<file path="config.mk">
export PLATFORM = sky130hd
export DESIGN_NAME = bcd_to_bin_seq
export DESIGN_NICKNAME = d
export VERILOG_FILES = /design/src/rtl/cordic_pkg.sv /design/src/rtl/bcd_digit_adj.sv /design/src/rtl/bcd_to_bin_seq.sv
export SDC_FILE = /design/constraint.sdc
export NUM_CORES = 1
export LEC_CHECK = 0
export ABC_AREA = 0
export CAP_MARGIN = 20
export CORE_MARGIN = 2
export CORE_UTILIZATION = 54
export DETAILED_ROUTE_END_ITERATION = 10
export PLACE_DENSITY = 0.8
export SLEW_MARGIN = 30
export SYNTH_ARGS = -nofsm -noshare
export SYNTH_HDL_FRONTEND = slang
export SYNTH_SLANG_ARGS = --single-unit
</file>
<file path="constraint.sdc">
create_clock -name clk -period 1.93 [get_ports clk]
set_input_delay 0.4825 -clock clk [delete_from_list [all_inputs] [get_ports clk]]
set_output_delay 0.4825 -clock clk [all_outputs]
set_load 0.1 [all_outputs]
</file>
<file path="src/rtl/cordic_pkg.sv">
// Shared constants, FSM state type and sizing helper for the BCD-to-binary decoder.
package cordic_pkg;

  localparam int DIGITS_DEF = 12;
  localparam int BIN_W_DEF  = 40;

  typedef enum logic [1:0] {
    IDLE   = 2'd0,
    SHIFT  = 2'd1,
    FINISH = 2'd2
  } state_t;

  // Bits needed to hold values 0 .. n-1.
  function automatic int clog2(input int n);
    int r;
    r = 0;
    while ((1 << r) < n) r++;
    return r;
  endfunction

endpackage

</file>
<file path="src/rtl/bcd_digit_adj.sv">
// One BCD digit correction step of reverse double-dabble: d >= 8 becomes d-3.
module bcd_digit_adj (
  input  logic [3:0] d,
  output logic [3:0] q
);

  assign q = (d >= 4'd8) ? d - 4'd3 : d;

endmodule

</file>
<file path="src/rtl/bcd_to_bin_seq.sv">
// Sequential BCD-to-binary decoder (reverse double-dabble, one bit per clock).
// Optional macro BCD_CHECK_EN rejects nibbles above 9 with err and an early done.
module bcd_to_bin_seq
  import cordic_pkg::*;
#(
  parameter int DIGITS = DIGITS_DEF,
  parameter int BIN_W  = BIN_W_DEF
) (
  input  logic                clk,
  input  logic                reset_n,
  input  logic                start,
  input  logic [4*DIGITS-1:0] bcd_in,
  output logic                busy,
  output logic                done,
  output logic [BIN_W-1:0]    bin_out,
  output logic                err
);

  localparam int BCD_W  = 4 * DIGITS;
  localparam int SREG_W = BCD_W + BIN_W;
  localparam int CNT_W  = clog2(BIN_W + 1);

  state_t            state, state_nx;
  logic [SREG_W-1:0] sreg, sreg_nx;
  logic [SREG_W-1:0] shifted, adjusted;
  logic [CNT_W-1:0]  cnt, cnt_nx;
  logic              busy_nx, done_nx;
  logic [BIN_W-1:0]  bin_nx;
  logic              start_ok;
  logic              bad_q;

  // Start is honoured in IDLE and in FINISH, which gives back-to-back conversions.
  assign start_ok = start && ((state == IDLE) || (state == FINISH));

  assign shifted = {1'b0, sreg[SREG_W-1:1]};
  assign adjusted[BIN_W-1:0] = shifted[BIN_W-1:0];

  for (genvar i = 0; i < DIGITS; i++) begin : g_adj
    bcd_digit_adj u_adj (
      .d(shifted[BIN_W + 4*i +: 4]),
      .q(adjusted[BIN_W + 4*i +: 4])
    );
  end

  always_comb begin
    // NOTE: every output of this block gets a default first, so no path leaves one unassigned and no latch is inferred.
    state_nx = state;
    sreg_nx  = sreg;
    cnt_nx   = cnt;
    busy_nx  = busy;
    done_nx  = 1'b0;
    bin_nx   = bin_out;
    case (state)
      IDLE, FINISH: begin
        if (start_ok) begin
          sreg_nx  = {bcd_in, {BIN_W{1'b0}}};
          cnt_nx   = '0;
          busy_nx  = 1'b1;
          state_nx = SHIFT;
        end else begin
          busy_nx  = 1'b0;
          state_nx = IDLE;
        end
      end
      SHIFT: begin
        if (bad_q) begin
          bin_nx   = '0;
          done_nx  = 1'b1;
          busy_nx  = 1'b0;
          state_nx = FINISH;
        end else begin
          sreg_nx = adjusted;
          cnt_nx  = cnt + 1'b1;
          if (cnt == CNT_W'(BIN_W - 1)) begin
            bin_nx   = adjusted[BIN_W-1:0];
            done_nx  = 1'b1;
            busy_nx  = 1'b0;
            state_nx = FINISH;
          end
        end
      end
      default: state_nx = IDLE;
    endcase
  end

  always_ff @(posedge clk) begin
    if (!reset_n) begin
      // NOTE: the shift register is cleared too so the post-reset state is fully defined, not just the control bits.
      state   <= IDLE;
      sreg    <= '0;
      cnt     <= '0;
      busy    <= 1'b0;
      done    <= 1'b0;
      bin_out <= '0;
    end else begin
      // NOTE: non-blocking assignments here so every register samples the pre-edge values from the comb block.
      state   <= state_nx;
      sreg    <= sreg_nx;
      cnt     <= cnt_nx;
      busy    <= busy_nx;
      done    <= done_nx;
      bin_out <= bin_nx;
    end
  end

`ifdef BCD_CHECK_EN
  logic bcd_bad;

  always_comb begin
    bcd_bad = 1'b0;
    for (int i = 0; i < DIGITS; i++)
      if (bcd_in[4*i +: 4] > 4'd9) bcd_bad = 1'b1;
  end

  // bad_q diverts the first SHIFT cycle into an immediate zero result with err.
  always_ff @(posedge clk) begin
    if (!reset_n) begin
      bad_q <= 1'b0;
      err   <= 1'b0;
    end else if (start_ok) begin
      bad_q <= bcd_bad;
      err   <= 1'b0;
    end else if ((state == SHIFT) && bad_q) begin
      err   <= 1'b1;
    end
  end
`else
  assign bad_q = 1'b0;
  assign err   = 1'b0;
`endif

endmodule
</file>
==> impl_metrics.csv <==
group,metric,value,unit
outcome,status,"completed",
route,num_vias,5654,
setup_path,path_buf_inv,0,
setup_path,max_stage_delay,470,ps
floorplan,pin_count,94,
cts,cts.sinks,137,
timing,hold_violations,0,
finish,instances_no_fill,963,
floorplan,fp-row-count,39,
placed_design,place_inst,931,
setup_path,cp.arrival,2050,ps
floorplan,die-area,12600,um^2
global_route,track_usage,0.256,
pwr,max-vdd-ir-drop,0.000600,V
cts,worst_skew_pair.late_latency,420,ps
floorplan,initial_core_util,0.555,
finish,fin_util,0.734,
timing,hold_ws,469,ps
cts,cts_buffer_depth,2,
route,viasPerCell,5.87,
timing,fmax,578,MHz
finish,drive_above_1_share,0.143,
floorplan,dieWidth,112,um
cts,cts_buffers,17,
route,wire_per_inst,16.3,um
global_route,antenna_found_initial,0,
route,dr.first_iter.drc_count,364,
global_route,grt_pass1_wl,26.8,mm
route,wirelength,15.7,mm
yosys,synth_edf_count,0,
yosys,avgSynthCellArea,8.62,um^2
timing,setup_viol,0,
route,wl_met3,822,um
finish,nNetsFinal,881,
setup_path,slowest_stage,"dfxtp_1",
yosys,ys_dominant_reg_cell,"dfxtp_1",
yosys,ys_types,42,
cts,cts_resized,0,
finish,syn2layout_area_growth,32.4,%
setup_path,crit_path_max_fanout,16,
route,drc,0,
floorplan,die_h,112,um
yosys,synth_area_leaders,"dfxtp_1, nand2_1, mux2i_1",
cts,htree_levels,4,
flow_run,drv_cap,0,
setup_path,critPathCaptureType,"flip-flop",
cts,cts.clk_slew.worst_paths,60,ps
placed_design,place_hpwl,10.1,mm
yosys,yosysSeqAreaShare,0.433,
yosys,ys_warn_count,0,
pwr,power.static_leakage,3.04,nW
cts,cts_setup_buffers,0,
placed_design,gp_congestion,0.845,
timing,final.setup.tns,0,ps
setup_path,required,2250,ps
cts,cts_hold_buf,0,
timing,post-route-period-util,0.897,
worst_hold_path,hp-class,"flip-flop to flip-flop",
yosys,ys_ff_latch,137,
cts,cts_tree,"built",
global_route,grt_max_degree,69,
route,topRoutingLayerUsed,"met4",
yosys,synth_most_common_cell,"nand2_1",
setup_path,crit_family,"simple AND/OR/NAND/NOR gates",
timing,slew_headroom,0.595,
pwr,fin_total_pwr,7.25,mW
yosys,async_flop_share,0,
yosys,netlist_area,6330,um^2
yosys,syn_inst,735,
route,ant_nets,0,
global_route,grt_overflow,0,
timing,drv_slew,0,
yosys,synth_common_cells,"nand2_1, dfxtp_1, nand3_1, a21oi_1, mux2i_1",
yosys,synth_top_area_frac,0.433,
yosys,synth_top_cell_by_area,"dfxtp_1",
global_route,grt_pass1_vias,5743,
pwr,powerDensity,865,nW/um^2
setup_path,critPathLaunchType,"flip-flop",
setup_path,cp_cell_sequence,"and2b_2, nand2_1, nor3_1",
route,wl_met1,6.38,mm
finish,num_antenna_cells,0,
yosys,syn_nets,809,
timing,worstMarginPinSlew,605,ps
cts,clock-root-buffer,"clkbuf_16",
timing,finClkSkew,8.79,ps
placed_design,portBuffers,92,
route,wl_met2,8.17,mm
floorplan,fp.coreArea,11400,um^2
route,firstDrtPassIters,4,
timing,min_period,1730,ps
setup_path,critPathKind,"flip-flop to flip-flop",
timing,rsz0062_at_grt,"false",
[path summary, 6_finish.rpt]
kind / from / end / slack, ps / cells after the start
hold / removal: sreg[16]$_SDFFE_PN0P_ / sreg[15]$_SDFFE_PN0P_ / 470 / 2
setup / recovery: state[0]$_SDFFE_PN0P_ / state[1]$_SDFFE_PN0P_ / 200 / 3
setup reg to reg: state[0]$_SDFFE_PN0P_ / state[1]$_SDFFE_PN0P_ / 200 / 3
hold reg to reg: sreg[16]$_SDFFE_PN0P_ / sreg[15]$_SDFFE_PN0P_ / 470 / 2
[state kept, by name, indices dropped and copies added, names as in the netlist]
register  count
sreg         87
bin_out      40
cnt           6
state         2
busy          1
done          1
[cells by family (layout without fill, tap and decap cells)]
logic type | count (synthesis) | count (layout) | synth area share
AO/OA/AOI/OAI | 139 | 139 | 0.138
XOR/XNOR | 22 | 22 | 0.0304
adder cells (fa/ha/maj) | 23 | 23 | 0.0454
buffers and inverters | 88 | 173 | 0.0678
flip-flops | 137 | 137 | 0.433
multiplexers | 58 | 58 | 0.0941
other | 1 | 1 | 0.000592
AND/OR/NAND/NOR | 267 | 267 | 0.190
[layout by cell type, fill, tap and decap left out, types with 14 or more instances in the layout]
cell type          n
a22oi_1           14
inv_1             23
nand2_1          145
ha_1              23
buf_4             21
nand3_1           69
clkdlybuf4s50_1   49
nor3_1            14
clkbuf_16         17
buf_12            47
mux2i_1           46
dfxtp_1          137
a21oi_1           58
o21ai_0           16
[power by group]
group          internal (mW)  total [mW]  leakage [nW]  switching [mW]
clock network           2.07        3.39         0.291            1.32
logic                  0.364       0.807          1.63           0.444
registers               2.93        3.06          1.11           0.130
[through the flow]
stage	setup WS, ps	cell area (um^2)
floorplan	523	6330
global route	124	8390
CTS	219	8390
detailed placement	94.9	7770
finish	198	8390
global placement	117	7770
[worst min-delay path, stage by stage (launching register included)]
cell	delay (ps)
dfxtp_1	320
nand2_1	60
a21oi_1	50
[routing by layer]
layer	up-vias	global-route usage
li1	2684	-
met1	2726	0.311
met2	204	0.447
met3	40	0.0400
met4	0	0.118
met5	-	0
[cell type report]
type	count	area (um^2)
fillers	804	3030
multi-input cells	510	3170
well taps	143	179
flip-flops and latches	137	2740
clock inverters	14	185
repair buffers	117	1590
clock buffers	18	429
inverters	24	90.1
No activity file was read; power rests on OpenSTA's default activity.
